$ cat config.mk
export PLATFORM = sky130hd
export DESIGN_NAME = framebuffer_arbiter
export DESIGN_NICKNAME = d
export VERILOG_FILES = /design/src/rtl/fb_pkg.sv /design/src/rtl/fb_clear_sequencer.sv /design/src/rtl/framebuffer_arbiter.sv
export SDC_FILE = /design/constraint.sdc
export NUM_CORES = 1
export LEC_CHECK = 0
export CAP_MARGIN = 20
export CORE_AREA = 2 2 73 75
export CTS_CLUSTER_SIZE = 40
export DETAILED_ROUTE_END_ITERATION = 10
export DIE_AREA = 0 0 75 77
export PLACE_DENSITY = 0.8
export SLEW_MARGIN = 5
export SYNTH_ARGS = -nofsm -noshare
export SYNTH_HDL_FRONTEND = slang
export SYNTH_HIERARCHICAL = 1
export SYNTH_SLANG_ARGS = --single-unit
$ cat constraint.sdc
create_clock -name clk_in -period 1.8 [get_ports clk_in]
set_input_delay 0.36 -clock clk_in [delete_from_list [all_inputs] [get_ports clk_in]]
set_output_delay 0.36 -clock clk_in [all_outputs]
set_load 0.1 [all_outputs]
$ cat src/rtl/fb_pkg.sv
// Shared types and defaults for the frame-buffer arbiter slice.
// The optional draw-bank clear is enabled with FB_CLEAR_ON_SWAP_EN.
package fb_pkg;

    localparam int FB_ADDR_W = 10;
    localparam int FB_DATA_W = 36;

    localparam logic FB_BANK0 = 1'b0;

    typedef enum logic [1:0] {
        IDLE      = 2'd0,
        SWAP_PEND = 2'd1,
        CLEAR     = 2'd2
    } fb_state_t;

endpackage

$ cat src/rtl/fb_clear_sequencer.sv
// Address counter that walks a whole bank once, issuing one zero write per
// cycle the scan leaves the RAM free. Used only when FB_CLEAR_ON_SWAP_EN is defined.
module fb_clear_sequencer
    import fb_pkg::*;
#(
    parameter int ADDR_W = FB_ADDR_W
) (
    input  logic              clk_in,
    input  logic              reset,
    input  logic              i_enable,
    input  logic              i_scan_req,
    output logic [ADDR_W-1:0] o_addr,
    output logic              o_we,
    output logic              o_done
);

    logic [ADDR_W-1:0] r_cnt;
    logic              w_adv;

    // A scan cycle owns the RAM, so the counter simply holds its place.
    assign w_adv = i_enable & ~i_scan_req;

    always_ff @(posedge clk_in or negedge reset) begin
        if (!reset) begin
            r_cnt <= '0;
        end else if (!i_enable) begin
            r_cnt <= '0;
        end else if (w_adv) begin
            r_cnt <= r_cnt + 1'b1;
        end
    end

    assign o_addr = r_cnt;
    assign o_we   = w_adv;
    assign o_done = w_adv & (r_cnt == {ADDR_W{1'b1}});

endmodule

$ cat src/rtl/framebuffer_arbiter.sv
// Double-buffered frame RAM arbiter: scan reads the display bank, host writes the draw bank.
// Optional draw-bank clear after each swap is enabled with FB_CLEAR_ON_SWAP_EN.
module framebuffer_arbiter
    import fb_pkg::*;
#(
    parameter int ADDR_W = FB_ADDR_W,
    parameter int DATA_W = FB_DATA_W
) (
    input  logic              clk_in,
    input  logic              reset,
    input  logic              scan_req,
    input  logic [ADDR_W-1:0] scan_addr,
    output logic [DATA_W-1:0] scan_rdata,
    output logic              scan_rvalid,
    input  logic              frame_start,
    input  logic              wr_valid,
    output logic              wr_ready,
    input  logic [ADDR_W-1:0] wr_addr,
    input  logic [DATA_W-1:0] wr_data,
    input  logic              swap_req,
    output logic              swap_done,
    output logic              display_bank,
    output logic              clear_busy,
    output logic [ADDR_W:0]   ram_addr,
    output logic              ram_we,
    output logic [DATA_W-1:0] ram_wdata,
    input  logic [DATA_W-1:0] ram_rdata,
    output fb_state_t         dbg_state
);

    // Host handshake: a write transfers on any cycle where wr_valid & wr_ready;
    // wr_ready never waits on wr_valid, and the scan port has no backpressure.

    fb_state_t         r_state;
    fb_state_t         w_next_state;
    logic              r_display_bank;
    logic              r_scan_rvalid;
    logic              r_swap_done;
    logic              w_swap_fire;
    logic              w_wr_fire;
    logic              w_in_clear;
    logic              w_clr_we;
    logic [ADDR_W-1:0] w_clr_addr;

    assign w_in_clear = (r_state == CLEAR);

`ifdef FB_CLEAR_ON_SWAP_EN
    logic w_clr_done;

    fb_clear_sequencer #(
        .ADDR_W (ADDR_W)
    ) u_clear_seq (
        .clk_in     (clk_in),
        .reset      (reset),
        .i_enable   (w_in_clear),
        .i_scan_req (scan_req),
        .o_addr     (w_clr_addr),
        .o_we       (w_clr_we),
        .o_done     (w_clr_done)
    );

    assign clear_busy = w_in_clear;
`else
    assign w_clr_we   = 1'b0;
    assign w_clr_addr = '0;
    assign clear_busy = 1'b0;
`endif

    // Gated by reset so no write can be accepted while reset is held.
    assign wr_ready  = reset & ~scan_req & ~w_in_clear;
    assign w_wr_fire = wr_valid & wr_ready;

    always_comb begin
        w_next_state = r_state;
        w_swap_fire  = 1'b0;
        case (r_state)
            IDLE: begin
                // frame_start here is irrelevant: a same-cycle request waits for the next frame.
                if (swap_req) begin
                    w_next_state = SWAP_PEND;
                end
            end
            SWAP_PEND: begin
                if (frame_start) begin
                    w_swap_fire = 1'b1;
`ifdef FB_CLEAR_ON_SWAP_EN
                    w_next_state = CLEAR;
`else
                    w_next_state = IDLE;
`endif
                end
            end
            CLEAR: begin
`ifdef FB_CLEAR_ON_SWAP_EN
                if (w_clr_done) begin
                    w_next_state = IDLE;
                end
`else
                w_next_state = IDLE;
`endif
            end
            default: begin
                w_next_state = IDLE;
            end
        endcase
    end

    always_ff @(posedge clk_in or negedge reset) begin
        if (!reset) begin
            r_state        <= IDLE;
            r_display_bank <= FB_BANK0;
            r_scan_rvalid  <= 1'b0;
            r_swap_done    <= 1'b0;
        end else begin
            r_state       <= w_next_state;
            r_scan_rvalid <= scan_req;
            r_swap_done   <= w_swap_fire;
            if (w_swap_fire) begin
                r_display_bank <= ~r_display_bank;
            end
        end
    end

    // The bank register still holds its pre-toggle value during the swap cycle,
    // so a write accepted then lands in the outgoing draw bank.
    always_comb begin
        ram_addr  = {r_display_bank, scan_addr};
        ram_we    = 1'b0;
        ram_wdata = '0;
        if (scan_req) begin
            ram_addr = {r_display_bank, scan_addr};
        end else if (w_clr_we) begin
            ram_addr = {~r_display_bank, w_clr_addr};
            ram_we   = 1'b1;
        end else if (w_wr_fire) begin
            ram_addr  = {~r_display_bank, wr_addr};
            ram_we    = 1'b1;
            ram_wdata = wr_data;
        end
    end

    assign scan_rdata   = ram_rdata;
    assign scan_rvalid  = r_scan_rvalid;
    assign swap_done    = r_swap_done;
    assign display_bank = r_display_bank;
    assign dbg_state    = r_state;

endmodule
Word level (Yosys, flattened, before mapping)
Cells that the tools add are included.
Widths: inputs -> output; s select.
Storage, ports and cells
  register bits after elaboration: 5
  bits in latches: 0
  RAM bits: 0
  memory bits (read-only): 0
  input bits: 98
  output and inout bits: 91
  word-level logic and storage cells: 27
  memories: 0
Cells by class
  add/subtract/negate cells: 0
  $mul: 0
  divide/modulo/power cells: 0
  $lt $le $gt $ge: 0
  equal/unequal tests: 4
  shift-type cells: 0
  muxes and demuxes: 11
  bitwise gates (word level): 6
  reduce and logical (&&, ||, !) cells: 2
Operators by type and width (count)
  $mux 36: 2
  $mux 11: 2
  $mux 1: 4
  $mux 2: 2
  $ne 2x2->1 const B: 2
  $pmux 2 s2: 1
  $and 1x1->1: 3
  $not 1->1: 3
  $eq 2x1->1 const B: 1
  $eq 2x2->1 const B: 1
  $logic_not 2->1: 1
  $reduce_and 2->1: 1

Depth between registers and ports, before layout
Gate-level depths: netlist (run 1).
  depth after elaboration: 6
  mapped depth: 4
  gate-level depth less buffers: 2

Worst setup path after synthesis (run 1)
Ideal clock, no wire load.
  path kind: register to output
  from: register r_display_bank, in the netlist display_bank
  to: output ram_addr[10]
  arrival: 1.915 ns
  required time: 1.440 ns
  path slack: -0.475 ns
  cell stages (with the launch flop): 2
  path buffers: 0
  cell sequence: dfrtp_1 > xor2_2
On the way
  cells in the longest elaborated chain, start to end: 3
RTL lines
  from (decl): RTL line framebuffer_arbiter.sv:36  | logic r_display_bank;
  from (signal assigned): RTL line framebuffer_arbiter.sv:119  | r_display_bank <= ~r_display_bank;
  $not 1->1: RTL line framebuffer_arbiter.sv:136  | ram_addr = {~r_display_bank, wr_addr};
  $mux 11: RTL line framebuffer_arbiter.sv:135  | end else if (w_wr_fire) begin
  $mux 11 *: RTL line framebuffer_arbiter.sv:130  | if (scan_req) begin
  to (decl): RTL line framebuffer_arbiter.sv:24  | output logic [ADDR_W:0] ram_addr,
Mark *: on every way between the ends. The rest lies on a longest branch, timed or not.

Final worst setup path (run 1)
  from: input scan_req
  to: output ram_addr[6]
On the way
  cells in the longest elaborated chain, start to end: 6
RTL lines
  from (decl): RTL line framebuffer_arbiter.sv:11  | input logic scan_req,
  $not 1->1: RTL line framebuffer_arbiter.sv:70  | assign wr_ready = reset & ~scan_req & ~w_in_clear;
  $and 1x1->1 (2 in series): RTL line framebuffer_arbiter.sv:70
  $and 1x1->1: RTL line framebuffer_arbiter.sv:71  | assign w_wr_fire = wr_valid & wr_ready;
  $mux 11: RTL line framebuffer_arbiter.sv:135
  $mux 11 *: RTL line framebuffer_arbiter.sv:130
Marks and branches as above.

==> results.sh, run 1 <==
export IMPL_gp_congestion=0.685
export IMPL_antenna_found_initial=0
export IMPL_rows=26
export IMPL_post_route_util=0.534
export IMPL_ant_nets=0
export IMPL_r2r_end="display_bank"
export IMPL_cts_sinks=4
export IMPL_layout_area_seq_um2=101
export IMPL_antenna_cells=0
export IMPL_r2r_cells=2
export IMPL_drc_errors=0
export IMPL_ir_drop_mv=0.763
export IMPL_path_clk_slew_ns=0.03
export IMPL_crit_type="primary input to output pin"
export IMPL_powerDensity_nw_per_um2=569
export IMPL_rsz0062_at_grt="true"
export IMPL_wl_per_cell_um=12.8
export IMPL_violations="setup timing"
export IMPL_die_area_um2=5780
export IMPL_dr_pass1_iters=2
export IMPL_multi_input_area_um2=533
export IMPL_fin_skew_ns=0.000206
export IMPL_pwr_share_comb=0.763
export IMPL_arrival_ns=1.49
export IMPL_post_route_min_period_ns=1.85
export IMPL_yosysUniqueCellTypes=15
export IMPL_numPortBuffers=114
export IMPL_min_path_type="primary input to async pin"
export IMPL_root_buffer="clkbuf_8"
export IMPL_whs_ns=0.0256
export IMPL_via_per_inst=3.67
export IMPL_syn_inst=101
export IMPL_slowest_delay_ns=0.31
export IMPL_clk_path_buf_depth=2
export IMPL_ios=189
export IMPL_place_ws_ns=-0.343
export IMPL_status="finished with violations"
export IMPL_max_freq_ghz=0.541
export IMPL_drt_total_wl_um=3330
export IMPL_detailed_place_hpwl_um=2700
export IMPL_fillers=431
export IMPL_maxSlewViolCount=0
export IMPL_ys_seq_area_frac=0.111
export IMPL_route_vias_total=958
export IMPL_final_cell_area_um2=2660
export IMPL_place_area_um2=2420
export IMPL_cts_buffers=3
export IMPL_fin_ws_ns=-0.0490
export IMPL_htreeDepth=1
export IMPL_die_height_um=77
export IMPL_synth_area_per_cell_um2=8.93
export IMPL_start_kind="primary input"
export IMPL_netlist_area_um2=902
export IMPL_start_util=0.181
export IMPL_yosysWarnings=6
export IMPL_clk_latency_ns=0.22
export IMPL_p_leak_nw=1.14
export IMPL_track_usage=0.116
export IMPL_worstPathMaxFanout=6
export IMPL_grt_pass1_wl_um=5150
export IMPL_path_cells="buf_6 -> and3b_2 -> buf_12 -> buf_12 -> mux2_4 -> buf_12"
export IMPL_cp_common_cell="buf_12"
export IMPL_required_ns=1.44
export IMPL_finalCritPeriodShare=1.03
export IMPL_power_frac_clock=0.137
export IMPL_grt_pass1_vias=999
export IMPL_drt_iter0_drc=5
export IMPL_switchingPower_mw=0.756
export IMPL_area_growth_pct=195
export IMPL_drive_above_1_share=0.639
export IMPL_timing_rr_start="dbg_state[0]"
export IMPL_grt_overflow=0
export IMPL_p_int_mw=0.756
export IMPL_nets=290
export IMPL_cts_tree="done"
export IMPL_drv_cap=0
export IMPL_switching_share=0.500
export IMPL_r2r_slack_ns=0.93
export IMPL_ys_seq_elements=4
export IMPL_crit_slowest_cell="mux2_4"
export IMPL_endpoint_kind="output pin"
export IMPL_finalSetupViolCount=28
export IMPL_hold_viol=0
export IMPL_grt_max_degree=12
export IMPL_pwr_share_seq=0.100
export IMPL_die_w_um=75
export IMPL_fp_coreArea_um2=4980
export IMPL_final_cell_mix="clkdlybuf4s50_1 (58), buf_12 (58), and2_4 (30), mux2_4 (10), and2_2 (6)"
==> cell families (layout without fill, tap and decap cells) <==
family	count (synthesis)	in the layout	synth area share
multiplexers	10	10	0.166
buffers and inverters	43	132	0.384
AND/OR/NAND/NOR	41	41	0.307
XOR/XNOR	2	2	0.0277
other	1	2	0.00416
flip-flops	4	4	0.111
==> final cells by class <==
class                           instances  area share
Multi-Input combinational cell         55       0.200
Clock buffer                            4      0.0169
Sequential cell                         4      0.0381
Timing Repair Buffer                  128       0.712
Tap cell                               70      0.0329
==> through the flow <==
| step | total power [mW] | TNS, ns | cells |
|---|---|---|---|
| 2_1_floorplan | 1.17 | -0.162 | 102 |
| 3_3_place_gp | 1.26 | -10.69 | 249 |
| 3_5_place_dp | 1.27 | -11.18 | 249 |
| 4_1_cts | 1.53 | -1.08 | 260 |
| 5_1_grt | 1.57 | -2.17 | 261 |
| 6_report | 1.51 | -0.668 | 261 |
==> timing repair <==
action                                  4_1_cts  5_1_grt
endpoints found under the setup margin       48       39
pin swaps                                     1        3
cloned                                        3        0
hold buffers                                  0        0
gates resized for setup                      36        3
setup buffers                                 4        2
==> registers in the layout, indices dropped and copies added, names as in the netlist <==
name and flops:
swap_done 1, display_bank 1, dbg_state 1, scan_rvalid 1
==> layer usage <==
layer  wire (um)  global-route usage  vias up
met5           0                   0        -
met4          44              0.0375        0
met3         472              0.0552        5
met2        1740               0.189       82
met1        1070               0.130      422
li1            -                   -      449
==> Yosys cell counts (all sizes together) <==
| library cell | instances | area share |
|---|---|---|
| dfrtp | 4 | 0.11 |
| mux2 | 10 | 0.17 |
| conb | 1 | 0.0042 |
| nor2 | 2 | 0.0083 |
| xor2 | 2 | 0.028 |
| buf | 42 | 0.38 |
| and3b | 1 | 0.011 |
| clkbuf | 1 | 0.0042 |
| and2b | 1 | 0.0083 |
| and2 | 37 | 0.28 |
==> worst max-delay path: cells and delay by family <==
| kind | cells | cell delay [ns] |
|---|---|---|
| muxes | 1 | 0.31 |
| and+or+nand+nor | 1 | 0.30 |
| buffers and inverters | 4 | 0.51 |
==> power groups by stage <==
| stage | registers (mW) | logic (mW) | clock network (mW) |
|---|---|---|---|
| floorplan | 0.274 | 0.894 | 0 |
| global placement | 0.151 | 1.11 | 0 |
| detailed placement | 0.152 | 1.12 | 0 |
| CTS | 0.152 | 1.16 | 0.212 |
| global route | 0.155 | 1.19 | 0.224 |
| finish | 0.151 | 1.15 | 0.207 |
==> how the worst max path moves through the flow <==
stage / startpoint / endpoint / slack, ns
CTS: scan_req / ram_addr[6] / -0.06
floorplan: scan_req / ram_addr[10] / -0.16
finish: scan_req / ram_addr[6] / -0.05
detailed placement: reset / ram_addr[8] / -0.34
global route: scan_req / ram_addr[6] / -0.1
global placement: reset / ram_addr[8] / -0.32
Note: power is estimated with default switching activity, not from simulation.
==> inputs of run 2 (changes only) <==
- SKIP_LAST_GASP: unset -> 1
==> results.sh, run 2 (same netlist as run 1, synthesis figures left out) <==
export IMPL_gp_congestion=0.685
export IMPL_ios=189
export IMPL_area_growth_pct=194
export IMPL_powerDensity_nw_per_um2=569
export IMPL_post_place_cells=249
export IMPL_die_height_um=77
export IMPL_finalSetupViolCount=30
export IMPL_timing_rr_start="dbg_state[0]"
export IMPL_drv_cap=0
export IMPL_fp_coreArea_um2=4980
export IMPL_p_leak_nw=1.14
export IMPL_drt_iter0_drc=4
export IMPL_rows=26
export IMPL_max_freq_ghz=0.541
export IMPL_route_vias_total=957
export IMPL_path_clk_slew_ns=0.03
export IMPL_grt_max_degree=12
export IMPL_fillers=433
export IMPL_drc_errors=0
export IMPL_htreeDepth=1
export IMPL_cts_sinks=4
export IMPL_hold_viol=0
export IMPL_start_kind="primary input"
export IMPL_post_route_util=0.533
export IMPL_clk_path_buf_depth=2
export IMPL_rsz0062_at_grt="true"
export IMPL_worstSetupStartpoint="scan_req"
export IMPL_fin_tns_setup_ns=-0.712
export IMPL_ant_nets=0
export IMPL_cts_hold_buf=0
export IMPL_arrival_ns=1.49
export IMPL_drive_above_1_share=0.639
export IMPL_die_w_um=75
export IMPL_p_total_mw=1.51
export IMPL_required_ns=1.44
export IMPL_violations="setup timing"
export IMPL_dr_pass1_iters=2
export IMPL_finalCritPeriodShare=1.03
export IMPL_die_area_um2=5780
export IMPL_grt_overflow=0
export IMPL_numPortBuffers=114
export IMPL_drt_total_wl_um=3340
export IMPL_track_usage=0.116
export IMPL_status="finished with violations"
export IMPL_via_per_inst=3.67
export IMPL_crit_type="primary input to output pin"
export IMPL_start_util=0.181
export IMPL_antenna_found_initial=0
export IMPL_worstPathMaxFanout=6
export IMPL_ir_drop_mv=0.763
export IMPL_post_route_min_period_ns=1.85
export IMPL_fin_skew_ns=0.000206
export IMPL_antenna_cells=0
export IMPL_grt_pass1_wl_um=5150
export IMPL_nets=290
export IMPL_instances_no_fill=261
export IMPL_root_buffer="clkbuf_8"
export IMPL_cts_tree="done"
export IMPL_detailed_place_hpwl_um=2700
export IMPL_grt_pass1_vias=999
export IMPL_wl_per_cell_um=12.8
export IMPL_endpoint_kind="output pin"
export IMPL_final_cell_mix="clkdlybuf4s50_1 (58), buf_12 (58), and2_4 (28), mux2_4 (10), and2_2 (8)"
export IMPL_min_path_type="primary input to async pin"
export IMPL_place_ws_ns=-0.343
export IMPL_maxSlewViolCount=0
export IMPL_cts_buffers=3
export IMPL_clk_latency_ns=0.22
export IMPL_fin_ws_ns=-0.0490
[run 2: cell counts in the layout (fill, tap and decap cells not counted)]
No cell type changed its count.
[run 2: layer usage]
metal  track usage  part of all wire  vias to the layer above  routed length [um]
li1              -                 -                      449                   -
met1         0.130              0.32                      421                1090
met2         0.189              0.52                       82                1740
met3        0.0552              0.14                        5                 471
met4        0.0375             0.013                        0                  44
met5             0                 0                        -                   0
[run 2: area by class of cell]
cell class / count / area (um2) / area share
timing repair buffer: 128 / 1890 / 0.712
multi-input combinational: 55 / 531 / 0.200
sequential: 4 / 101 / 0.0382
tap: 70 / 87.6 / 0.0330
clock buffer: 4 / 45.0 / 0.0170
[run 2: stage by stage]
stage          hold WS [ns]  area, um2
2_1_floorplan        0.0644        953
3_3_place_gp          0.556       2420
3_5_place_dp          0.576       2420
4_1_cts              0.0214       2670
5_1_grt              0.0288       2650
6_report             0.0256       2650
[run 2: power by group]
group | switching (mW) | leakage (nW) | internal, mW
combinational | 0.661 | 1.07 | 0.491
sequential | 0.0395 | 0.0464 | 0.112
clock | 0.0549 | 0.0228 | 0.152
total | 0.755 | 1.14 | 0.755
[run 2: final timing paths]
check,end,slack [ns],cells after the start
setup / recovery,ram_addr[6],-0.05,6
hold / removal,scan_rvalid,0.03,2
setup reg to reg,display_bank,0.93,2
hold reg to reg,display_bank,0.58,1
max in group asynchronous,display_bank,1.66,2
min in group clk_in,scan_rvalid,0.41,3
[run 2: critical path: stages]
cell and delay [ns]:
buf_6 0.09, and3b_2 0.30, buf_12 0.13, buf_12 0.12, mux2_4 0.31, buf_12 0.17
[run 2: repair_timing]
action,in CTS,in global routing
cloned,3,0
gates resized for setup,36,0
setup endpoints to repair,48,39
buffers inserted,4,2
pin swaps,1,1
==> inputs of run 3 (changes only) <==
- CTS_CLUSTER_SIZE: 40 -> unset
- PLACE_DENSITY: 0.8 -> 0.78
==> results.sh, run 3 (same netlist as run 1, synthesis figures left out) <==
export IMPL_status="complete, no violations"
export IMPL_maxSlewViolCount=0
export IMPL_area_growth_pct=191
export IMPL_grt_pass1_wl_um=5400
export IMPL_finalSetupViolCount=0
export IMPL_detailed_place_hpwl_um=2920
export IMPL_path_cells="buf_2 -> and3b_2 -> buf_6 -> buf_12 -> mux2_4 -> buf_12"
export IMPL_r2r_slack_ns=0.92
export IMPL_crit_type="primary input to output pin"
export IMPL_wl_per_cell_um=13.2
export IMPL_grt_busiest_layer="met2"
export IMPL_rsz0062_at_grt="true"
export IMPL_worstPathMaxFanout=5
export IMPL_fin_ws_ns=0.0155
export IMPL_grt_pass1_vias=1129
export IMPL_required_ns=1.44
export IMPL_nets=290
export IMPL_clk_latency_ns=0.22
export IMPL_dr_pass1_iters=2
export IMPL_gp_congestion=0.695
export IMPL_numPortBuffers=114
export IMPL_layout_commonest_cell="clkdlybuf4s50_1"
export IMPL_final_cell_mix="clkdlybuf4s50_1 (58), buf_12 (55), and2_4 (31), mux2_4 (10), buf_4 (6)"
export IMPL_r2r_cells=2
export IMPL_min_path_type="primary input to async pin"
export IMPL_powerDensity_nw_per_um2=571
export IMPL_start_util=0.181
export IMPL_rows=26
export IMPL_slowest_delay_ns=0.30
export IMPL_fp_coreArea_um2=4980
export IMPL_antenna_cells=0
export IMPL_grtUsageMet3=0.0486
export IMPL_ant_nets=0
export IMPL_fillers=413
export IMPL_track_usage=0.120
export IMPL_final_cell_area_um2=2630
export IMPL_drt_iter0_drc=1
export IMPL_post_route_min_period_ns=1.78
export IMPL_root_buffer="clkbuf_8"
export IMPL_r2r_end="display_bank"
export IMPL_die_height_um=77
export IMPL_arrival_ns=1.42
export IMPL_use_met1=0.107
export IMPL_cts_hold_buf=0
export IMPL_drv_cap=0
export IMPL_ir_drop_mv=0.900
export IMPL_place_area_um2=2460
export IMPL_drive_above_1_share=0.639
export IMPL_via_per_inst=3.79
export IMPL_antenna_found_initial=0
export IMPL_start_kind="primary input"
export IMPL_drt_total_wl_um=3450
export IMPL_hold_viol=0
export IMPL_grt_max_degree=11
export IMPL_htreeDepth=1
export IMPL_path_clk_slew_ns=0.03
export IMPL_finalCritPeriodShare=0.991
export IMPL_die_area_um2=5780
export IMPL_clk_path_buf_depth=2
export IMPL_p_total_mw=1.50
export IMPL_endpoint_kind="output pin"
export IMPL_cts_buffers=3
export IMPL_place_ws_ns=-0.336
export IMPL_crit_slowest_cell="mux2_4"
export IMPL_die_w_um=75
export IMPL_met2_usage=0.228
export IMPL_max_freq_ghz=0.560
export IMPL_drc_errors=0
export IMPL_grt_overflow=0
export IMPL_whs_ns=0.0369
export IMPL_cts_tree="done"
export IMPL_ios=189
export IMPL_cts_sinks=4
export IMPL_fin_skew_ns=0.00161
export IMPL_cp_common_cell="buf_12"
export IMPL_p_leak_nw=1.13
export IMPL_route_vias_total=988
export IMPL_timing_rr_start="dbg_state[0]"
[run 3: power by group]
part / switching [mW] / internal (mW)
registers: 0.0389 / 0.112
logic: 0.662 / 0.487
clock network: 0.0480 / 0.151
[run 3: cell type report]
cell class / instances / area [um2] / area share
multi-input combinational: 55 / 534 / 0.203
timing repair buffer: 128 / 1860 / 0.707
clock buffer: 4 / 45.0 / 0.0172
sequential: 4 / 101 / 0.0386
tap: 70 / 87.6 / 0.0333
[run 3: stage by stage]
stage | TNS, ns | utilization | std cells
6_report | 0 | 0.528 | 261
4_1_cts | -0.362 | 0.537 | 262
2_1_floorplan | -0.162 | - | 102
3_5_place_dp | -12.22 | 0.495 | 251
5_1_grt | -0.0752 | 0.528 | 261
3_3_place_gp | -11.63 | 0.495 | 251
[run 3: worst max path at each step]
stage                   from            to  slack, ns  cells past startpoint
finish                 reset   ram_addr[8]       0.02                      6
global route        scan_req   ram_addr[9]      -0.02                      6
CTS                 scan_req   ram_addr[1]      -0.03                      6
detailed placement  scan_req   ram_addr[1]      -0.34                      5
global placement       reset   ram_addr[3]      -0.32                      5
floorplan           scan_req  ram_addr[10]      -0.16                      4
[run 3: timing repair]
action	in CTS	in global routing
gates resized for setup	39	1
pin swaps	1	1
endpoints found under the setup margin	48	38
buffers inserted	4	2
cloned	3	0
endpoints found under the hold margin	0	0
[run 3: per-layer routing]
| layer | wire (um) | vias to the layer above |
|---|---|---|
| met2 | 1960 | 82 |
| met1 | 974 | 444 |
| met3 | 425 | 12 |
| met4 | 91 | 0 |
| met5 | 0 | - |
| li1 | - | 450 |
[run 3: critical path: cells and delay by family]
family | cells | cell delay (ns)
buffers and inverters | 4 | 0.53
multiplexers | 1 | 0.30
AND/OR/NAND/NOR | 1 | 0.23
==> variant (config.mk and constraints of run 2) <==
The package constant `FB_ADDR_W` goes from 10 to 8.
--- a/src/rtl/fb_pkg.sv
+++ b/src/rtl/fb_pkg.sv
@@ -2,7 +2,7 @@
 // The optional draw-bank clear is enabled with FB_CLEAR_ON_SWAP_EN.
 package fb_pkg;
 
-    localparam int FB_ADDR_W = 10;
+    localparam int FB_ADDR_W = 8;
     localparam int FB_DATA_W = 36;
 
     localparam logic FB_BANK0 = 1'b0;
Interface: changed (resized ram_addr, scan_addr and wr_addr); port bits go from 189 to 183. No check against the original RTL was run, so the function may have changed too.
==> variant against run 2 <==
  * The flow still finishes with violations (negative setup slack)
  * Count of clock-buffer cells in the layout is 1 lower
  * Final cell count fell by 2.7%
  * Die area stayed put
  * Clock power down 7%
  * Cell area fell by 3.1%
  * Setup slack improved by 0.014 ns
  * Synthesized cell count decreased by 2.0%
  * Wire length is 0.54% higher
  * Power down 3.9%
  * Worst hold slack better by 0.043 ns
  * Sequential cell count did not move
  * Maximum frequency grew 0.75%
  * Synthesized area fell by 11%
  * Critical endpoint is now ram_addr[3]
  * Largest cell class unchanged
==> variant: results (changes against run 2) <==
| Metric | Value |
|---|---|
| Clk_buf instances | 3 (-1) |
| Detailed Place HPWL | 2490 um (-7.6%) |
| Met3 wire length | 481 um (+2.1%) |
| Multi-input gates | 53 (-3.6%) |
| Metal2 WL | 1800 um (+3.3%) |
| Setup Buffers After CTS | 8 (+4) |
| Worst slack, placed | -0.417 ns (-0.0736 ns) |
| Data buffer area share | 0.712 (about the same) |
| Signal buffers | 124 (-3.1%) |
| Final setup vio count | 25 (-17%) |
| Number of global-route vias before repair | 1068 (+6.9%) |
| Syn avg cell area | 8.09 um^2 (-9.4%) |
| Cell area after placement | 2290 um^2 (-5.4%) |
| Failing checks | negative setup slack |
| Cell variety after synth | 13 (-2) |
| XOR/XNOR Fraction of Synth Area | 0.0219 (-0.00586) |
| Sequential area share after synthesis | 0.125 (+0.0140) |
| Metal-1 WL | 1060 um (-2.4%) |
| Layout cells sized above 1 | 0.647 (+0.00800) |
| Total area of sequential cells | 100 um^2 (-1.2%) |
| Status | complete, but fails checks |
| WL final | 3360 um (+0.54%) |
| VDD IR-drop max | 636 uV (-17%) |
| # nets final | 280 (-3.4%) |
| Synth top cells by count | buf_4, and2_1, mux2_2, dfrtp_1 |
| Largest net degree at the start of global routing | 11 (-1) |
| Worst Slack Setup Final | -0.0352 ns (+0.0138 ns) |
| Met3 Usage GRT | 0.0539 (-0.00131) |
| Mux cell area share after synthesis | 0.122 (-0.0446) |
| Total GRT Usage | 0.115 (-0.000492) |
| Layout clock area frac | 0.0161 (-0.000915) |
| Synth top area share | 0.366 (+0.0494) |
| GR Util met2 | 0.210 (+0.0202) |
| Critical Path Sink | ram_addr[3] |
| Flop2flop setup slack | 0.91 ns (-0.02 ns) |
| DR vias/cell | 3.72 (+1.4%) |
| Hold slack | 0.0690 ns (+0.0433 ns) |
[variant: cell types whose count changed after synthesis]
| cell | run 2 | this run |
|---|---|---|
| and2_4 | 8 | 0 |
| buf_12 | 1 | 0 |
| buf_4 | 38 | 39 |
| mux2_4 | 10 | 2 |
| and2_1 | 29 | 37 |
| xor2_1 | 1 | 2 |
| buf_6 | 2 | 1 |
| and3b_1 | 0 | 1 |
| mux2_2 | 0 | 6 |
| clkbuf_1 | 1 | 2 |
| and3b_2 | 1 | 0 |
| xor2_2 | 1 | 0 |
[variant: stage by stage]
step / total power [mW] / cells / util / setup TNS [ns]
floorplan: 1.12 / 100 / - / -0.339
global route: 1.49 / 254 / 0.516 / -1.97
detailed placement: 1.21 / 240 / 0.461 / -14.05
CTS: 1.46 / 254 / 0.517 / -0.257
global placement: 1.19 / 240 / 0.461 / -11.53
finish: 1.45 / 254 / 0.516 / -0.576
[variant: critical path: stages]
cell     delay, ns
buf_6         0.10
and3b_2       0.30
buf_8         0.13
buf_6         0.10
mux2_4        0.31
buf_12        0.17
